===== src/rtl/muldiv_pkg.sv =====
// -----------------------------------------------------------------------------
// muldiv_pkg
// Shared types and constants for the multi-cycle MULT/MULTU/DIV/DIVU sequencer.
//   muldiv_op_e     : 2-bit opcode as presented on the sequencer's op input
//   muldiv_state_e  : sequencer FSM states
//   MULDIV_ITERS    : shift-add / shift-subtract iterations per operation
//   MULDIV_LAT      : cycles from the accepting edge to the DONE cycle
//   MULDIV_DZ_LO    : LO value produced by a divide by zero
// -----------------------------------------------------------------------------
package muldiv_pkg;

   typedef enum logic [1:0] {
      OP_MULT  = 2'b00,
      OP_MULTU = 2'b01,
      OP_DIV   = 2'b10,
      OP_DIVU  = 2'b11
   } muldiv_op_e;

   typedef enum logic [2:0] {
      ST_IDLE,
      ST_PREP_A,
      ST_PREP_B,
      ST_ITER,
      ST_FIX_LO,
      ST_FIX_HI,
      ST_DONE
   } muldiv_state_e;

   localparam int          MULDIV_ITERS = 32;
   localparam int          MULDIV_LAT   = 37;
   localparam logic [31:0] MULDIV_DZ_LO = 32'hFFFF_FFFF;

   function automatic logic op_is_signed(input logic [1:0] op);
      return (op == OP_MULT) || (op == OP_DIV);
   endfunction

   function automatic logic op_is_div(input logic [1:0] op);
      return (op == OP_DIV) || (op == OP_DIVU);
   endfunction

endpackage


===== src/rtl/muldiv_seq_add.sv =====
// -----------------------------------------------------------------------------
// muldiv_seq_add
// The single 32-bit ADD shared by every step of the sequencer.
//   a, b  in  32 : addends
//   cin   in  1  : carry in
//   sum   out 32 : a + b + cin (low 32 bits)
//   cout  out 1  : carry out of bit 31
// -----------------------------------------------------------------------------
module muldiv_seq_add (
   input  logic [31:0] a,
   input  logic [31:0] b,
   input  logic        cin,
   output logic [31:0] sum,
   output logic        cout
);

   assign sum  = a + b + {31'd0, cin};
   // Carry out recovered from the top bits: generate, or propagate with no
   // visible carry left in bit 31 of the result.
   assign cout = (a[31] & b[31]) | ((a[31] | b[31]) & ~sum[31]);

endmodule


===== src/rtl/muldiv_seq.sv =====
// -----------------------------------------------------------------------------
// muldiv_seq
// Multi-cycle sequencer for MIPS MULT/MULTU/DIV/DIVU. Owns HI/LO and time-shares
// one 32-bit adder across operand magnitude preparation, 32 shift-add or
// restoring shift-subtract iterations, and the final sign fix-up. Latency is
// fixed: every state runs whether or not it has work to do.
//
// Ports
//   clk     in  1  : rising-edge clock
//   rst     in  1  : asynchronous active-high reset
//   start   in  1  : request strobe, honoured only in IDLE
//   op      in  2  : 00 MULT, 01 MULTU, 10 DIV, 11 DIVU (sampled with start)
//   rs_val  in  32 : multiplicand / dividend
//   rt_val  in  32 : multiplier / divisor
//   busy    out 1  : high whenever the FSM is not IDLE
//   done    out 1  : one-cycle pulse in DONE
//   hi      out 32 : product high word / remainder
//   lo      out 32 : product low word / quotient
//
// Configuration
//   MULDIV_DIV_EN : when defined, divide support is built. When undefined a
//                   DIV/DIVU start goes straight to DONE and leaves HI/LO alone.
// -----------------------------------------------------------------------------
module muldiv_seq
   import muldiv_pkg::*;
(
   input  logic        clk,
   input  logic        rst,
   input  logic        start,
   input  logic [1:0]  op,
   input  logic [31:0] rs_val,
   input  logic [31:0] rt_val,
   output logic        busy,
   output logic        done,
   output logic [31:0] hi,
   output logic [31:0] lo
);

   localparam logic [4:0] ITER_LAST = 5'(MULDIV_ITERS - 1);

   muldiv_state_e state_q, state_d;
   logic [4:0]    cnt_q;
   logic          signed_q;
   logic [31:0]   a_q;          // rs, then |rs|
   logic [31:0]   b_q;          // rt, then |rt|
   logic [31:0]   hi_q, lo_q;
   logic          neg_quo_q;
   logic          fix_carry_q;  // carry from negating LO into HI
`ifdef MULDIV_DIV_EN
   logic          div_q;
   logic          neg_rem_q;
   logic          div_zero_q;
   logic [31:0]   shifted_hi;
   logic          q_bit;
`endif

   logic [31:0]   add_a, add_b, add_sum;
   logic          add_cin, add_cout;
   logic [31:0]   b_mag;

   muldiv_seq_add u_add (
      .a    (add_a),
      .b    (add_b),
      .cin  (add_cin),
      .sum  (add_sum),
      .cout (add_cout)
   );

   // In PREP_B the adder holds -rt, so this is |rt| for signed ops.
   assign b_mag = (signed_q && b_q[31]) ? add_sum : b_q;

`ifdef MULDIV_DIV_EN
   // Partial remainder shifted left; hi_q[31] is its 33rd bit.
   assign shifted_hi = {hi_q[30:0], lo_q[31]};
   assign q_bit      = hi_q[31] | add_cout;
`endif

   // ---------------------------------------------------------------- FSM ---
   // NOTE: sequential state uses non-blocking assignments so every register
   // samples the pre-edge values, independent of statement order.
   always_ff @(posedge clk or posedge rst) begin
      if (rst) state_q <= ST_IDLE;
      else     state_q <= state_d;
   end

   // NOTE: every output of this block gets a default first, so no path can
   // leave a signal unassigned and infer a latch.
   always_comb begin
      state_d = state_q;
      add_a   = '0;
      add_b   = '0;
      add_cin = 1'b0;
      unique case (state_q)
         ST_IDLE: begin
            if (start) begin
`ifdef MULDIV_DIV_EN
               state_d = ST_PREP_A;
`else
               state_d = op_is_div(op) ? ST_DONE : ST_PREP_A;
`endif
            end
         end
         ST_PREP_A: begin
            add_a   = ~a_q;
            add_cin = 1'b1;
            state_d = ST_PREP_B;
         end
         ST_PREP_B: begin
            add_a   = ~b_q;
            add_cin = 1'b1;
            state_d = ST_ITER;
         end
         ST_ITER: begin
`ifdef MULDIV_DIV_EN
            if (div_q) begin
               add_a   = shifted_hi;
               add_b   = ~b_q;
               add_cin = 1'b1;
            end else
`endif
            begin
               add_a = hi_q;
               add_b = lo_q[0] ? a_q : '0;
            end
            if (cnt_q == ITER_LAST) state_d = ST_FIX_LO;
         end
         ST_FIX_LO: begin
            add_a   = ~lo_q;
            add_cin = 1'b1;
            state_d = ST_FIX_HI;
         end
         ST_FIX_HI: begin
            add_a = ~hi_q;
`ifdef MULDIV_DIV_EN
            add_cin = div_q ? 1'b1 : fix_carry_q;
`else
            add_cin = fix_carry_q;
`endif
            state_d = ST_DONE;
         end
         ST_DONE: state_d = ST_IDLE;
         default: state_d = ST_IDLE;
      endcase
   end

   // ----------------------------------------------------------- datapath ---
   always_ff @(posedge clk or posedge rst) begin
      if (rst) begin
         cnt_q       <= '0;
         signed_q    <= 1'b0;
         a_q         <= '0;
         b_q         <= '0;
         hi_q        <= '0;
         lo_q        <= '0;
         neg_quo_q   <= 1'b0;
         fix_carry_q <= 1'b0;
`ifdef MULDIV_DIV_EN
         div_q       <= 1'b0;
         neg_rem_q   <= 1'b0;
         div_zero_q  <= 1'b0;
`endif
      end else begin
         unique case (state_q)
            ST_IDLE: begin
               if (start) begin
                  signed_q  <= op_is_signed(op);
                  a_q       <= rs_val;
                  b_q       <= rt_val;
                  neg_quo_q <= op_is_signed(op) & (rs_val[31] ^ rt_val[31]);
`ifdef MULDIV_DIV_EN
                  div_q      <= op_is_div(op);
                  neg_rem_q  <= op_is_signed(op) & rs_val[31];
                  div_zero_q <= op_is_div(op) && (rt_val == '0);
`endif
               end
            end
            ST_PREP_A: begin
               if (signed_q && a_q[31]) a_q <= add_sum;
            end
            ST_PREP_B: begin
               b_q  <= b_mag;
               hi_q <= '0;
`ifdef MULDIV_DIV_EN
               lo_q <= div_q ? a_q : b_mag;
`else
               lo_q <= b_mag;
`endif
            end
            ST_ITER: begin
               cnt_q <= cnt_q + 5'd1;   // wraps to 0 as ITER is left
`ifdef MULDIV_DIV_EN
               if (div_q) begin
                  hi_q <= q_bit ? add_sum : shifted_hi;
                  lo_q <= {lo_q[30:0], q_bit};
               end else
`endif
               begin
                  hi_q <= {add_cout, add_sum[31:1]};
                  lo_q <= {add_sum[0], lo_q[31:1]};
               end
            end
            ST_FIX_LO: begin
               if (neg_quo_q) begin
                  lo_q        <= add_sum;
                  fix_carry_q <= (lo_q == '0);
               end
            end
            ST_FIX_HI: begin
`ifdef MULDIV_DIV_EN
               if (div_q) begin
                  // With a zero divisor every step subtracts zero, so HI ends
                  // at |rs| and the remainder sign fix restores the original rs.
                  if (neg_rem_q)  hi_q <= add_sum;
                  if (div_zero_q) lo_q <= MULDIV_DZ_LO;
               end else
`endif
               begin
                  if (neg_quo_q) hi_q <= add_sum;
               end
            end
            default: ;
         endcase
      end
   end

   assign busy = (state_q != ST_IDLE);
   assign done = (state_q == ST_DONE);
   assign hi   = hi_q;
   assign lo   = lo_q;

endmodule


===== config.mk =====
export PLATFORM = sky130hd
export DESIGN_NAME = muldiv_seq
export DESIGN_NICKNAME = d
export VERILOG_FILES = /design/src/rtl/muldiv_pkg.sv /design/src/rtl/muldiv_seq_add.sv /design/src/rtl/muldiv_seq.sv
export SDC_FILE = /design/constraint.sdc
export NUM_CORES = 1
export LEC_CHECK = 0
export ABC_AREA = 1
export ABC_CLOCK_PERIOD_IN_PS = 4500
export CAP_MARGIN = 20
export CORE_UTILIZATION = 45
export DETAILED_ROUTE_END_ITERATION = 10
export PLACE_DENSITY = 0.75
export SLEW_MARGIN = 20
export SYNTH_ARGS = -nofsm -noshare
export SYNTH_HDL_FRONTEND = slang
export SYNTH_SLANG_ARGS = --single-unit

===== constraint.sdc =====
create_clock -name clk -period 4.5 [get_ports clk]
set_input_delay 0.45 -clock clk [delete_from_list [all_inputs] [get_ports clk]]
set_output_delay 0.45 -clock clk [all_outputs]
set_load 0.01 [all_outputs]

==> metrics.md <==
| Metric | Value |
|---|---|
| Status | finished clean |
| Worst EP required | 4.85 ns |
| Setup_tns | 0 ns |
| Top post-synthesis cells by area | dfrtp_1 33%, nand2_1 16%, inv_1 8.1%, nor2_1 6.0%, nand3_1 5.1% |
| Die Wd | 155 um |
| Worst Tran Pin Value | 0.964 ns |
| Post-synthesis async set-or-reset flop share | 100% |
| Minimum clock period | 4.20 ns |
| Post-Route WL | 40.9 mm |
| Power per Cell Area | 857 nW/um^2 |
| F_max | 238 MHz |
| Worst hold margin | 0.470 ns |
| Num CTS Buffers | 17 |
| Nets | 1837 |
| Post-Synth Adder-Cell Area | 4.37% |
| Initial antenna violation count | 0 |
| Post-Synth Simple-Gate Area | 29.3% |
| P_sw | 5.93 mW |
| EDFF count, synth | 0 |
| Yosys reg bits | 139 |
| Worst-Skew Late Latency | 0.44 ns |
| Routed Antenna Nets | 0 |
| CTS H-tree depth | 4 |
| Sw Share | 53.7% |
| Root Driver | clkbuf_16 |
| Clock Sinks | 139 |
| CP Cell Sequence | inv_2 > nor2_1 > inv_1 > nor2_4 > buf_4 > buf_4 > a221oi_1 > o21ai_0 > ha_1 > nand2_1 > nor2_1 > nand2_1 > inv_1 > a21oi_1 > nand2_1 > nand3_1 > nand2_1 > fa_1 > inv_1 > a21oi_1 > o22ai_1 > a21oi_1 |
| First DRT Iteration DRCs | 1502 |
| Hold Vio Cnt, Final | 0 |
| IO Pins | 135 |
| Reg power frac | 23.1% |
| 1st-pass router iterations | 6 |
| Slew headroom | 35.7% |
| Clock Power Share | 13.0% |
| Most frequent cells in the layout | 447 x nand2_1, 225 x inv_1, 166 x nor2_1, 139 x dfrtp_1, 134 x clkdlybuf4s50_1 |
| Drt drc | 0 |
| Max-cap viol count | 0 |
| GRT overflow | 0 |
| Mapped cell area | 10500 sq um |
| Vias in the first global route | 10600 |
| Final Util | 56.5% |
| Crit path top cell by count | nand2_1 |
| Syn Area/Cell | 6.50 sq um |
| Most common cell after layout, fill and taps aside | nand2_1 |
| Period utilisation layout | 93.3% |
| Row Count | 55 |
| Top FF cell, synth | dfrtp_1 |
| Worst Path Arrival | 4.55 ns |
| CP Launch Type | flip-flop |
| Post-synthesis sequential area ratio | 33.0% |
| VDD IR max | 0.454 mV |
| Dpl hpwl | 30.5 mm |
| Area added between synthesis and finish | 22.3% |
| Core Area | 22800 sq um |
| Crit-path max FO | 8 |
| Synth warn | 0 |
| Starting Density | 46.2% |
| Die ar. | 24000 sq um |
| GPL Wtd Cong | 0.982 |
| Final setup viols | 0 |
| CTS tree | done |
| Final worst setup slack | 0.300 ns |
| Synth Area in XOR/XNOR | 1.58% |
| Slowest-stage cell, CP | fa_1 |
| IO Port Bufs | 134 |
| Critical path's largest stage delay | 0.54 ns |
| ANT cells | 0 |
| Crit. End Element | flip-flop |
| Clock transition at path regs | 0.07 ns |
| Layout cells sized above 1 | 5.61% |
| Largest family of logic cells by synthesized area | simple AND/OR/NAND/NOR gates |
| Largest net degree at the start of global routing | 98 |
| Via count | 12000 |
| First-pass GRT wire length | 62.1 mm |
| Clock skew | 0.0157 ns |
| Clk buf depth | 2 |
| Multiplexer share of the synthesized area | 0% |
| Total track usage | 34.2% |
| Hold WC Path Type | flip-flop to flip-flop |
| Mapped Nets | 1723 |
| Int Power | 5.11 mW |
| Via-to-Cell Ratio | 5.81 |
| Crit Path Class | flip-flop to flip-flop |
| P_leak | 6.21 nW |
| Fin. max-slew vios | 0 |
| Comb power frac | 63.8% |
| Post-synthesis cell count | 1619 |
| Yosys cell types | 43 |
| Per-cell routed wire length | 19.9 um |
| Worst slack at placement | 0.369 ns |
| Synth area leader | dfrtp_1 |
| Compound-Gate Fraction of Synth Area | 20.0% |
| Synth top area share | 33.0% |
| Die height | 155 um |
==> power groups by stage <==
stage / clock network, mW / registers [mW] / logic [mW]
floorplan: 0 / 2.39 / 4.34
global placement: 0 / 2.52 / 6.61
detailed placement: 0 / 2.52 / 6.76
CTS: 1.43 / 2.52 / 6.76
global route: 1.48 / 2.60 / 7.63
finish: 1.44 / 2.55 / 7.04
==> cells in the mapped netlist, types with 14 or more instances <==
cell type	n
a21oi_1	92
a221oi_1	14
a31oi_1	26
buf_2	26
clkbuf_1	45
dfrtp_1	139
ha_1	32
inv_1	226
nand2_1	447
nand3_1	108
nor2_1	168
o211ai_1	47
o21ai_0	83
o22ai_1	63
==> critical path: cells and delay by family, from the launching register on <==
kind                       cells  cell delay, ns
buffers and inverters          6            0.69
DFF                            1            0.40
and+or+nand+nor                8            0.67
adders and majority gates      2            0.93
AOI/OAI and AO/OA              6            1.42
==> repair_timing <==
item | 4_1_cts | 5_1_grt
hold endpoints to repair | 0 | 0
hold buffers | 0 | 0
endpoints found under the setup margin | 0 | 2
resized for setup | 0 | 9
buffers inserted | 0 | 2
==> stage by stage <==
step	instances	cell area [sq um]	power, mW
2_1_floorplan	1619	10500	6.73
3_3_place_gp	2025	12200	9.13
3_5_place_dp	2025	12200	9.27
4_1_cts	2057	12800	10.7
5_1_grt	2059	12900	11.7
6_report	2059	12900	11.0
==> cells by family after synthesis <==
| group | count (synthesis) |
|---|---|
| AO/OA/AOI/OAI | 349 |
| XOR/XNOR | 19 |
| buffers and inverters | 316 |
| AND/OR/NAND/NOR | 761 |
| adder cells (fa/ha/maj) | 35 |
| flip-flops | 139 |
==> registers in the layout (all words and copies together) (netlist names) <==
name / cells
a_q: 32
b_q: 32
hi: 32
lo: 32
cnt_q: 5
state_q: 3
fix_carry_q: 1
neg_quo_q: 1
signed_q: 1
==> metal layers <==
metal	up-vias	track usage, %	routed length [um]
li1	5554	-	-
met5	-	0	0
met2	787	47.1	16500
met4	0	8.96	850
met3	68	11.9	5890
met1	5555	50.3	17700
==> final cells by class <==
type                    instances  area (sq um)
clock buffers                  17           425
clock inverters                15           154
fillers                      2187          9900
inverters                     240           911
multi-input cells            1164          5850
flip-flops and latches        139          3480
well taps                     313           392
repair buffers                171          1660
==> path summary, 6_finish.rpt <==
check	slack, ns	endpoint	start	depth (start not counted)
max	0.30	b_q[31]	state_q[1]	22
min	0.47	cnt_q[3]	cnt_q[3]	1
max reg2reg	0.30	b_q[31]	state_q[1]	22
min reg2reg	0.47	cnt_q[3]	cnt_q[3]	1
max in group asynchronous	3.00	b_q[0]	rst	3
min in group asynchronous	0.58	b_q[24]	rst	2
Power figures use the tool's default switching activity.
